--- src/rtl/shr_64b_pipe.sv ---
// shr_64b_pipe: pipelined 64-bit logical/arithmetic right shifter with sticky output and global-stall valid/ready
module shr_64b_pipe #(
  parameter logic [5:0] STAGE_REG = 6'b001001,
  parameter bit         REG_OUT   = 1'b1
) (
  input  logic        clk_i,
  input  logic        rst_i,
  input  logic        arith_i,
  input  logic        carry_i,
  input  logic [5:0]  shift_i,
  input  logic [63:0] in_data_i,
  input  logic        in_valid_i,
  output logic        in_ready_o,
  output logic [63:0] out_data_o,
  output logic        out_sticky_o,
  output logic        out_valid_o,
  input  logic        out_ready_i
);
  localparam bit COMB = (STAGE_REG == 6'd0) && !REG_OUT;
  logic [63:0] dd [0:6];
  logic        st [0:6];
  logic [5:0]  sh [0:6];
  logic        fl [0:6];
  logic        vl [0:6];
  logic        advance;
  assign advance    = COMB ? out_ready_i : (!out_valid_o || out_ready_i);
  assign in_ready_o = advance;
  assign dd[0] = in_data_i;
  assign st[0] = 1'b0;
  assign sh[0] = shift_i;
  assign fl[0] = arith_i ? in_data_i[63] : carry_i;
  assign vl[0] = in_valid_i;
  for (genvar k = 0; k < 6; k++) begin : g_stage
    localparam int N = 32 >> k;
    logic [63:0] cd;
    logic        cs;
    logic        sel;
    assign sel = sh[k][5-k];
    assign cd  = sel ? {{N{fl[k]}}, dd[k][63:N]} : dd[k];
    assign cs  = st[k] | (sel & |dd[k][N-1:0]);
    if (STAGE_REG[k]) begin : g_reg
      logic [63:0] rd;
      logic [5:0]  rsh;
      logic        rs, rf, rv;
      always_ff @(posedge clk_i or posedge rst_i) begin
        if (rst_i) begin
          rd  <= '0;
          rs  <= 1'b0;
          rsh <= '0;
          rf  <= 1'b0;
          rv  <= 1'b0;
        end else if (advance) begin
          rd  <= cd;
          rs  <= cs;
          rsh <= sh[k];
          rf  <= fl[k];
          rv  <= vl[k];
        end
      end
      assign dd[k+1] = rd;
      assign st[k+1] = rs;
      assign sh[k+1] = rsh;
      assign fl[k+1] = rf;
      assign vl[k+1] = rv;
    end else begin : g_comb
      assign dd[k+1] = cd;
      assign st[k+1] = cs;
      assign sh[k+1] = sh[k];
      assign fl[k+1] = fl[k];
      assign vl[k+1] = vl[k];
    end
  end
  if (REG_OUT) begin : g_out
    logic [63:0] od;
    logic        os, ov;
    always_ff @(posedge clk_i or posedge rst_i) begin
      if (rst_i) begin
        od <= '0;
        os <= 1'b0;
        ov <= 1'b0;
      end else if (advance) begin
        od <= dd[6];
        os <= st[6];
        ov <= vl[6];
      end
    end
    assign out_data_o   = od;
    assign out_sticky_o = os;
    assign out_valid_o  = ov;
  end else begin : g_direct
    assign out_data_o   = dd[6];
    assign out_sticky_o = st[6];
    assign out_valid_o  = vl[6];
  end
endmodule

--- config.mk ---
export PLATFORM = sky130hd
export DESIGN_NAME = shr_64b_pipe
export DESIGN_NICKNAME = d
export VERILOG_FILES = /design/src/rtl/shr_64b_pipe.sv
export SDC_FILE = /design/constraint.sdc
export NUM_CORES = 1
export LEC_CHECK = 0
export ABC_CLOCK_PERIOD_IN_PS = 19600
export CAP_MARGIN = 5
export CORE_MARGIN = 1
export CORE_UTILIZATION = 50
export CTS_CLUSTER_DIAMETER = 200
export DETAILED_ROUTE_END_ITERATION = 16
export PLACE_DENSITY = 0.79
export SYNTH_ARGS = -nofsm -noshare
export SYNTH_HDL_FRONTEND = slang
export SYNTH_SLANG_ARGS = --single-unit
--- constraint.sdc ---
create_clock -name clk_i -period 19.6 [get_ports clk_i]
set_input_delay 2.94 -clock clk_i [delete_from_list [all_inputs] [get_ports clk_i]]
set_output_delay 2.94 -clock clk_i [all_outputs]
set_load 0.01 [all_outputs]
* Yosys cells after proc, flatten, opt, wreduce, memory -nomap -nowiden *
Cells that the tools add are included.

storage, ports and cells
  word-level logic and storage cells = 38
  register bits = 207
  latch bits = 0
  output and inout port bits = 67
  memories = 0
  bits in read-only memories = 0
  RAM bits = 0
  input bits = 76

operators by class
  magnitude comparators = 0
  divide/modulo/power cells = 0
  multiplexer cells = 7
  add/sub/neg operators = 0
  shift operators = 0
  bitwise operators = 11
  reductions and logical operators = 7
  multipliers = 0
  eq/ne operators = 0

operators by type and width
  operator             count
  2-to-1 mux 64 bit    6
  OR reduction 32 bit  1
  OR reduction 16 bit  1
  OR reduction 8 bit   1
  AND 1 bit            6
  OR 1 bit             5
  OR reduction 4 bit   1
  OR reduction 2 bit   1
  logical NOT 1 bit    1
  logical OR 1 bit     1
  2-to-1 mux 1 bit     1

* Depth between registers and ports, before layout *
  depth after elaboration = 5
  gate-level depth with buffers = 7
  depth with buffers taken out = 4

* Least setup slack after synthesis *
Ideal clock, no wire load.

  path kind = input port to output port
  start point = input out_ready_i
  end point = output in_ready_o
  path buffers = 3
  slack = 12.862 ns
  data required time = 16.660 ns
  stages = 5
  data arrival time = 3.798 ns
  cells stage by stage = nor2b_1 -> buf_2 -> inv_1 -> clkbuf_1 -> clkbuf_1

on the way
  cells in the longest elaborated chain, start to end = 1

ends and longest elaborated chain
  item              line  text
  from (decl)       17    input logic out_ready_i
  logical OR 1 bit  26    assign advance = COMB ? out_ready_i : (!out_valid_o || out_ready_i);
  to (decl)         13    output logic in_ready_o,

Every way passes these cells.

* Final worst setup path *
Ends and elaborated chain as after synthesis.

==> flow_metrics.tcl <==
set metrics [dict create \
    powerDensity_mw_per_mm2 159 \
    grt_pass1_wl_um 45100 \
    drc 0 \
    antenna_found_initial 0 \
    ys_warn_count 0 \
    dieArea_mm2 0.0235 \
    status "completed" \
    cp_data_required_time_ns 16.66 \
    synth_cell_type_count 29 \
    ant_nets 0 \
    worstMarginPinSlew_ns 1.12 \
    cts_tree "yes" \
    ys_ff_latch 207 \
    finalNonFillerCells 1476 \
    start_kind "input port" \
    port_buffers 142 \
    fmax_ghz 0.131 \
    cts-resized-gates 0 \
    fin_skew_ns 0.0111 \
    pin_count 143 \
    cts_buffer_depth 3 \
    end_kind "primary output" \
    reg2reg_from "out_valid_o$_DFFE_PP0P_" \
    maxCapViolCount 0 \
    synth_edf_count 0 \
    min_path_cells 2 \
    period_minus_slack_ns 7.64 \
    syn_area_mm2 0.0114 \
    path_max_fanout 70 \
    postCtsSetupBuffers 0 \
    power.static_leakage_uw 0.00563 \
    ys_async_sr_fraction 1.00 \
    antenna_cells 0 \
    grt_max_degree 145 \
    ff2ff_setup_slack_ns 16.67 \
    min_path_type "reg2reg" \
    vias 8721 \
    finalWirelength_um 27500 \
    path_clk_slew_ns 0.06 \
    hpwl_um 19000 \
    drt-initial-drc-count 816 \
    period_share 0.390 \
    holdBufCountCts 0 \
    die_h_um 153 \
    cts_buffers 22 \
    nets 1256 \
    slew_violations 0 \
    rsz0062_at_grt "no" \
    hp-start "g_stage[0].g_reg.rsh[1]$_DFFE_PP0P_" \
    h-tree-depth 1 \
    critical_path_class "in2out" \
    clock-sinks 207 \
    start_util 0.517 \
    area_growth_pct 19.7 \
    drt-pass1-iter-count 6 \
    grt_pass1_vias 8475 \
    post_drt_wl_per_cell_um 18.6 \
    place_congestion 0.921 \
    rr_worst_depth 4 \
    peakVddDrop_mv 0.0740 \
    clock-root-buffer "clkbuf_16" \
    clk_latency_ns 0.51 \
    grt_overflow 0 \
    dp_cells 1436 \
    min_to "g_stage[0].g_reg.rsh[1]$_DFFE_PP0P_" \
    yosysSeqAreaShare 0.453 \
    final.setup.tns_ns 0 \
    hold_violations 0 \
    reg2reg_to "g_stage[0].g_reg.rd[42]$_DFFE_PP0P_" \
    synth_ff_type "dfrtp_1" \
    syn_nets 1173 \
    drive_above_1_share 0.149 \
    slew_headroom 0.255 \
    globalRouteTotalUtil 0.239 \
    num_rows 54 \
    drt-vias-per-instance 5.91 \
    synth_cells 1097 \
    dieWidth_um 153 \
    core_area_mm2 0.0221 \
    setup_viol 0 \
    synth_area_per_cell_um2 10.4 \
    cp.arrival_ns 4.70 \
]
==> where the power goes <==
group	switching (uW)	internal (uW)	leakage, uW
logic	456	488	0.00281
clock network	169	292	0.000388
registers	163	609	0.00243
total	789	1390	0.00563
==> worst max-delay path: stages <==
cell and delay, ns:
clkdlybuf4s50_1 0.50, nor2b_4 0.07, inv_4 0.48, clkdlybuf4s50_1 0.66
==> cells in the final DEF, fill, tap and decap left out, types with 14 or more instances in the layout <==
| cell | n |
|---|---|
| mux4_2 | 51 |
| clkbuf_16 | 23 |
| dfrtp_1 | 202 |
| o21ai_0 | 170 |
| mux2i_1 | 143 |
| clkdlybuf4s50_1 | 141 |
| a21oi_1 | 74 |
| nor4_1 | 14 |
| nand2_1 | 160 |
| nor2_1 | 81 |
| mux2_2 | 73 |
==> synth_stat cells (2+ instances only) <==
| master | n | area share |
|---|---|---|
| o21ai_0 | 170 | 0.074 |
| buf_4 | 4 | 0.0026 |
| mux2i_1 | 143 | 0.13 |
| nand4_1 | 3 | 0.0016 |
| nand2b_1 | 2 | 0.0011 |
| mux2_2 | 73 | 0.072 |
| buf_1 | 9 | 0.0030 |
| nor2_1 | 81 | 0.027 |
| buf_2 | 32 | 0.014 |
| dfrtp_1 | 207 | 0.45 |
| a21o_1 | 4 | 0.0026 |
| nor2b_1 | 3 | 0.0016 |
| o21a_1 | 2 | 0.0013 |
| a211oi_1 | 6 | 0.0039 |
| mux4_2 | 51 | 0.10 |
| inv_1 | 4 | 0.0013 |
| nor4_1 | 14 | 0.0077 |
| clkbuf_1 | 46 | 0.015 |
| a21oi_1 | 74 | 0.032 |
| nand2_1 | 160 | 0.053 |
==> per-layer routing <==
| metal | up-vias | global-route usage | wire length [um] |
|---|---|---|---|
| met5 | - | 0 | 0 |
| met4 | 0 | 0.0640 | 618 |
| met3 | 52 | 0.0383 | 2180 |
| li1 | 4120 | - | - |
| met2 | 374 | 0.372 | 12700 |
| met1 | 4175 | 0.348 | 12000 |
==> cell families (layout without fill, tap and decap cells) <==
group | count (synthesis) | count (layout) | share of synthesized area
compound gates | 260 | 260 | 0.118
buf+inv | 97 | 196 | 0.0383
flops | 207 | 207 | 0.453
mux | 267 | 267 | 0.298
simple gates | 266 | 266 | 0.0926
==> worst max-delay path by stage <==
stage,startpoint,end,slack (ns),cells after the start
2_1_floorplan,rst_i,g_stage[0].g_reg.rd[0]$_DFFE_PP0P_,11.01,1
3_3_place_gp,out_ready_i,in_ready_o,12.00,4
3_5_place_dp,out_ready_i,in_ready_o,11.99,4
4_1_cts,out_ready_i,in_ready_o,11.99,4
5_1_grt,out_ready_i,in_ready_o,11.91,4
6_report,out_ready_i,in_ready_o,11.96,4
==> registers in the layout, summed over array words and instances, names as in the netlist <==
signal	flops
g_stage.g_reg.rv	2
out_data_o	64
out_valid_o	1
g_stage.g_reg.rs	2
g_stage.g_reg.rf	2
g_stage.g_reg.rsh	7
g_stage.g_reg.rd	128
out_sticky_o	1
==> through the flow <==
step	total power [uW]	utilization	setup slack, ns	cell area [um2]	hold slack [ns]
after floorplan	1380	-	11.01	11400	0.430
after global placement	1680	0.583	12.00	12900	0.447
after detailed placement	1710	0.583	11.99	12900	0.456
after CTS	2180	0.619	11.99	13700	0.470
after global routing	2310	0.619	11.91	13700	0.504
final	2180	0.619	11.96	13700	0.466
==> layout make-up <==
cell class	instances	area [um2]
multi-input combinational	793	5820
sequential	207	5190
timing repair buffer	152	1490
tap	280	350
clock inverter	7	163
fill	1766	8410
clock buffer	33	643
inverter	4	25.0
Note: power is estimated with default switching activity, not from simulation.
